==> config.mk <==
export PLATFORM = sky130hd
export DESIGN_NAME = mem_port_arbiter
export DESIGN_NICKNAME = d
export VERILOG_FILES = /design/src/rtl/mem_port_arbiter_pkg.sv /design/src/rtl/mem_port_arbiter.sv
export SDC_FILE = /design/constraint.sdc
export NUM_CORES = 1
export LEC_CHECK = 0
export CORE_AREA = 2 2 109 111
export DETAILED_ROUTE_END_ITERATION = 8
export DIE_AREA = 0 0 111 113
export PLACE_DENSITY = 0.73
export SYNTH_ARGS = -nofsm -noshare
export SYNTH_HDL_FRONTEND = slang
export SYNTH_SLANG_ARGS = --single-unit
==> constraint.sdc <==
create_clock -name clk -period 4.4 [get_ports clk]
set_clock_uncertainty 0.05 [all_clocks]
set_input_delay 0.44 -clock clk [delete_from_list [all_inputs] [get_ports clk]]
set_output_delay 0.44 -clock clk [all_outputs]
set_load 0.01 [all_outputs]
==> src/rtl/mem_port_arbiter_pkg.sv <==
// Shared types for the IF/DM memory port arbiter.
package mem_port_arbiter_pkg;

    typedef enum logic [1:0] {
        ARB_NONE = 2'd0,
        ARB_IF   = 2'd1,
        ARB_DM   = 2'd2
    } arb_owner_e;

    localparam int ARB_MAX_WAIT_DEFAULT = 4;

endpackage

==> src/rtl/mem_port_arbiter.sv <==
// Shares one memory port between instruction fetch and the data stage.
// DM has priority; a saturating wait counter forces IF through after MAX_WAIT denials.
module mem_port_arbiter
    import mem_port_arbiter_pkg::*;
#(
    parameter int AWIDTH   = 32,
    parameter int DWIDTH   = 32,
    parameter int MAX_WAIT = ARB_MAX_WAIT_DEFAULT,
    localparam int BYTES   = DWIDTH / 8
) (
    input  logic              clk,
    input  logic              rst,

    input  logic              if_req_i,
    input  logic [AWIDTH-1:0] if_addr_i,
    output logic              if_gnt_o,
    output logic [DWIDTH-1:0] if_rdata_o,
    output logic              if_rvld_o,
    output logic              if_err_o,

    input  logic              dm_req_i,
    input  logic              dm_we_i,
    input  logic [AWIDTH-1:0] dm_addr_i,
    input  logic [DWIDTH-1:0] dm_wdata_i,
    input  logic [BYTES-1:0]  dm_wstrb_i,
    output logic              dm_gnt_o,
    output logic [DWIDTH-1:0] dm_rdata_o,
    output logic              dm_rvld_o,
    output logic              dm_err_o,

    output logic [AWIDTH-1:0] mem_addr_o,
    output logic [DWIDTH-1:0] mem_data_o,
    output logic [BYTES-1:0]  mem_strb_o,
    output logic              mem_rd_o,
    output logic              mem_wr_o,
    input  logic [DWIDTH-1:0] mem_data_i,
    input  logic              mem_vld_i
);

    localparam int WW = $clog2(MAX_WAIT + 1);
    localparam logic [WW-1:0] WAIT_MAX = WW'(MAX_WAIT);

    logic [WW-1:0]     wait_cnt;
    arb_owner_e        owner_q;
    logic [DWIDTH-1:0] rdata_q;
    logic              err_q;
    logic              is_store_q;

    // Grants are gated by rst so nothing reaches memory while held in reset.
    always_comb begin
        if_gnt_o   = 1'b0;
        dm_gnt_o   = 1'b0;
        mem_addr_o = '0;
        mem_data_o = '0;
        mem_strb_o = '0;
        mem_rd_o   = 1'b0;
        mem_wr_o   = 1'b0;
        if (!rst) begin
            if (if_req_i && dm_req_i) begin
                if (wait_cnt == WAIT_MAX) if_gnt_o = 1'b1;
                else                      dm_gnt_o = 1'b1;
            end else begin
                if_gnt_o = if_req_i;
                dm_gnt_o = dm_req_i;
            end
        end
        if (if_gnt_o) begin
            mem_rd_o   = 1'b1;
            mem_addr_o = if_addr_i;
        end else if (dm_gnt_o) begin
            mem_rd_o   = ~dm_we_i;
            mem_wr_o   = dm_we_i;
            mem_addr_o = dm_addr_i;
            mem_data_o = dm_wdata_i;
            mem_strb_o = dm_wstrb_i;
        end
    end

    always_ff @(posedge clk or posedge rst) begin
        if (rst) begin
            wait_cnt <= '0;
        end else if (!if_req_i || if_gnt_o) begin
            wait_cnt <= '0;
        end else if (wait_cnt != WAIT_MAX) begin
            wait_cnt <= wait_cnt + 1'b1;
        end
    end

    // Out-of-range accesses still produce a response, with zeroed data.
    always_ff @(posedge clk or posedge rst) begin
        if (rst) begin
            owner_q    <= ARB_NONE;
            rdata_q    <= '0;
            err_q      <= 1'b0;
            is_store_q <= 1'b0;
        end else if (if_gnt_o) begin
            owner_q    <= ARB_IF;
            rdata_q    <= mem_vld_i ? mem_data_i : '0;
            err_q      <= ~mem_vld_i;
            is_store_q <= 1'b0;
        end else if (dm_gnt_o) begin
            owner_q    <= ARB_DM;
            rdata_q    <= (mem_vld_i && !dm_we_i) ? mem_data_i : '0;
            err_q      <= ~mem_vld_i;
            is_store_q <= dm_we_i;
        end else begin
            owner_q    <= ARB_NONE;
            rdata_q    <= '0;
            err_q      <= 1'b0;
            is_store_q <= 1'b0;
        end
    end

    assign if_rvld_o  = (owner_q == ARB_IF);
    assign if_err_o   = (owner_q == ARB_IF) & err_q;
    assign if_rdata_o = (owner_q == ARB_IF) ? rdata_q : '0;

    assign dm_rvld_o  = (owner_q == ARB_DM) & ~is_store_q;
    assign dm_err_o   = (owner_q == ARB_DM) & err_q;
    assign dm_rdata_o = (owner_q == ARB_DM) ? rdata_q : '0;

endmodule

# Word-level counts from Yosys, hierarchy flattened
# Cells that the tools add are included.
[totals] latchBits=0 inputBits=138 mem_count=0 reg_bits=39 rom_bits=0 ram_bits=0 output_inout_bits=140
[classes] addsub=1 n_mul=0 n_shift=0 eq_ne=4 div_mod_pow=0 n_lt_le_gt_ge=0 mux=28 n_reduce_logical=6 bitwise=6
[op_table] cell="2-to-1 mux 32 bit" n=10
[op_table] cell="2-to-1 mux 1 bit" n=12
[op_table] cell="2-to-1 mux 4 bit" n=2
[op_table] cell="2-to-1 mux 3 bit" n=2
[op_table] cell="2-to-1 mux 2 bit" n=2
[op_table] cell="adder 3 x 1 -> 3 bit (second input constant)" n=1
[op_table] cell="AND 1 bit" n=3
[op_table] cell="== test 3 bit (second input constant)" n=1
[op_table] cell="!= test 3 bit (second input constant)" n=1
[op_table] cell="NOT 1 bit" n=3
[op_table] cell="== test 2 x 1 -> 1 bit (second input constant)" n=1
[op_table] cell="== test 2 bit (second input constant)" n=1
[op_table] cell="logical AND 1 bit" n=2
[op_table] cell="zero test 1 bit" n=2
[op_table] cell="nonzero test 2 bit" n=1
[op_table] cell="logical OR 1 bit" n=1

# Longest topological paths before layout
[logic_depth] depth_word=6 depth_mapped=7 depth_no_buf=5

# Worst setup path after synthesis
# Ideal clock, no wire load.
[synth_path] kind="input-to-output" start="input rst" end="output mem_rd_o" path_stages=3 path_slack_ns=2.162 arrival_time_ns=1.748 t_required_ns=3.910 cell_sequence="buf_2 > inv_1 > and2_1"
[synth_between] elab_chain_cells=3 elab_cells_between_ends=4 cone_classes="mux: 4"
[synth_lines] item="start: declaration" line_no="mem_port_arbiter.sv:12" text="input logic rst,"
[synth_lines] item="2-to-1 mux 1 bit" line_no="mem_port_arbiter.sv:58" text="if (!rst) begin"
[synth_lines] item="2-to-1 mux 1 bit" line_no="mem_port_arbiter.sv:70" text="end else if (dm_gnt_o) begin"
[synth_lines] item="2-to-1 mux 1 bit *" line_no="mem_port_arbiter.sv:67" text="if (if_gnt_o) begin"
[synth_lines] item="end: declaration" line_no="mem_port_arbiter.sv:34" text="output logic mem_rd_o,"
# Mark *: on every way between the ends. The rest lies on a longest branch, timed or not.

# Final worst setup path
[layout_path] start="register wait_cnt[0]" end="output mem_rd_o"
[layout_between] elab_chain_cells=6 elab_cells_between_ends=9 cone_classes="eq/ne: 1; mux: 8"
[layout_lines] item="start: declaration" line_no="mem_port_arbiter.sv:43" text="logic [WW-1:0] wait_cnt;"
[layout_lines] item="start signal: assignment" line_no="mem_port_arbiter.sv:85" text="wait_cnt <= wait_cnt + 1'b1;"
[layout_lines] item="== test 3 bit *" line_no="mem_port_arbiter.sv:60" text="if (wait_cnt == WAIT_MAX) if_gnt_o = 1'b1;"
[layout_lines] item="2-to-1 mux 1 bit" line_no="mem_port_arbiter.sv:60"
[layout_lines] item="2-to-1 mux 1 bit" line_no="mem_port_arbiter.sv:59" text="if (if_req_i && dm_req_i) begin"
[layout_lines] item="2-to-1 mux 1 bit" line_no="mem_port_arbiter.sv:58"
[layout_lines] item="2-to-1 mux 1 bit" line_no="mem_port_arbiter.sv:70"
[layout_lines] item="2-to-1 mux 1 bit *" line_no="mem_port_arbiter.sv:67"
# Marked as above.

==> metrics.txt <==
Post-synth top cells=104 x and2_1, 39 x dfrtp_1, 32 x a22o_1, 32 x and3_1, 12 x clkbuf_1; Tot GR Track Use=about 18%; first-pass GRT wire length=between 15000 and 20000 µm; Hold Path Origin=wait_cnt[0]; antenna cells=0; drt total wl=~12000 µm; Peak supply drop=between 0.1 and 0.15 mV; Post-DRT Antenna Nets=0; met2 wire len=6120 µm; largest net degree at the start of global routing=71; detailed-route via count=about 2900; highest routed metal layer=met4; Seq/Total Area, Yosys=39.3%; RR Endpoint=rdata_q[19]; Syn. warnings=0; PortBufs=277; final setup vio count=0; area leader, netlist=dfrtp_1; max-capacitance violation count=0; status=complete, no violations; Critical Path End Type=output port; Post-CTS Setup Inserts=0; CTS tree=yes; Worst EP arrival=between 2 and 3 ns; Power Density=roughly 200 mW/mm²; Fin Setup TNS=0 ns; Yosys top cell area share=between 30% and 40%; Worst-Margin Slew=1.02 ns; num ports=278; wl on met1=4030 µm; clk sink count=39; RSZ-0062 raised after global routing=no; DR iter-0 viols=about 110; top post-synthesis cells by area=dfrtp_1 39%, and2_1 26%, a22o_1 11%; Die Y=113 µm; WHS Path Cells=2; worst-skew pair later-pin latency=about 0.27 ns; worst min-delay path class=register to register; CP max stage cell=o22ai_2; layout cell share with drive strength beyond 1=about 3.6%; Yosys cell types=25; synthesis-stage register bit count=39; Post-Syn Instances=260; Setup CP Type=register to output port; final hold vios=0; top-count cell post-synth=and2_1; hold-fix buffers at CTS=0; crit path max fanout=33; Buf/Inv on CP=2; placeable core area=between 0.01 and 0.015 mm²; CP max stage delay=slightly below 0.8 ns; Hold Path End=wait_cnt[0]; routed len/inst=between 15 and 20 µm; Die Wd=roughly 110 µm; Reg-to-Reg Start=wait_cnt[0]; internal reg-to-reg setup slack=2.19 ns; min cycle time layout=about 3.3 ns; Initial Utilization=22.0%; number of synthesized flops with an enable pin=0; root cell of the clock tree=clkbuf_16; DR DRC count=0; initial antenna violation count=0; htree depth=2; Post-CTS Resized=0; Worst path top cell family by delay=compound AO/OA/AOI/OAI gates; detailed-placement wirelength estimate=9920 µm; vias per cell=approximately 4.4; gpl congestion=slightly above 0.8; die area=0.0125 mm²; vias in the first global route=between 2000 and 3000; crit start category=register; Slew Limit Fails=0; Reg2Reg Depth=5; average size of a mapped cell=about 9.5 µm²; Worst-path clk slew=0.05 ns; Fmax=approximately 300 MHz; Num CTS Buffers=5; Cell Area, Synth=0.00248 mm²; Syn Nets=400; Relative slew margins=31.7%; crit share post-route=75.7%; Rows=39; worst path required time=around 3.9 ns; Synth-to-Final Area Change=121%; Top FF cell, synth=dfrtp_1; WL met3=between 1000 and 1500 µm; Final Net Count=around 660; worst path cell trace=inv_1 > ha_1 > a21boi_1 > o22ai_2 > and2_1 > clkdlybuf4s50_1; Hold WS=approximately 0.51 ns; drt first pass iters=4; Pleak=about 0.0023 µW; GRT overflow=0; Longest Clk Path Bufs=2; Synth async-reset ratio=100%
==> layer usage <==
metal | vias to the layer above | GRT usage [%]
met4 | 0 | 6.00
met3 | 14 | 5.25
met2 | 168 | 34.3
met1 | 1336 | 17.7
li1 | 1404 | -
met5 | - | 0
==> report_power, final <==
part	switching, µW	internal (µW)	leakage [µW]
combinational	117	203	0.00173
sequential	5.90	370	0.000533
clock	130	281	0.0000868
total	253	855	0.00235
==> worst max-delay path by stage <==
stage,start,endpoint,cells past startpoint
floorplan,rst,mem_rd_o,3
global placement,rst,mem_addr_o[21],5
detailed placement,rst,mem_addr_o[21],5
CTS,wait_cnt[0],mem_rd_o,6
global route,wait_cnt[0],mem_rd_o,6
finish,wait_cnt[0],mem_rd_o,6
==> state kept, by name, summed over array words and instances (netlist names) <==
signal      cells
rdata_q        32
wait_cnt        3
owner_q         2
err_q           1
is_store_q      1
==> placed cells by master (no fill, tap or decap), types with 2 or more instances in the layout <==
master,n
dfrtp_1,39
nand2_1,2
and3_1,32
ha_1,2
nor2b_1,2
inv_2,2
and2_1,104
clkdlybuf4s50_1,277
buf_4,3
clkbuf_16,5
inv_1,3
a21oi_1,2
nor2b_2,2
a22o_1,32
o211ai_1,2
nand4_1,2
==> final cells by class <==
class	instances	area (µm²)
Tap cell	143	179
Clock buffer	6	139
Fill cell	1055	5790
Inverter	5	18.8
Sequential cell	39	976
Clock inverter	2	35.0
Timing Repair Buffer	281	2820
Multi-Input combinational cell	191	1320
==> worst reg2reg max path: cells and delay by family, from the launching register on <==
| kind | cells | cell delay [ns] |
|---|---|---|
| DFF | 1 | 0.39 |
| buffers and inverters | 1 | 0.09 |
| and+or+nand+nor | 1 | 0.30 |
| AOI/OAI and AO/OA | 2 | 0.96 |
| adders and majority gates | 1 | 0.35 |
==> kinds of logic after synthesis <==
logic type / Yosys count / synth area share [%]
fa+ha+maj: 2 / 1.01
compound gates: 42 / 14.8
flops: 39 / 39.3
simple gates: 147 / 36.8
buf+inv: 30 / 8.06
==> stage by stage <==
step	setup WS (ns)	power [µW]	cell area (µm²)	util, %	std cells
detailed placement	1.13	707	5310	47.1	659
floorplan	2.16	490	2480	-	260
CTS	1.07	1130	5490	48.7	667
global route	0.848	1160	5490	48.7	667
global placement	1.21	702	5310	47.1	659
finish	1.07	1110	5490	48.7	667
Power figures use the tool's default switching activity.
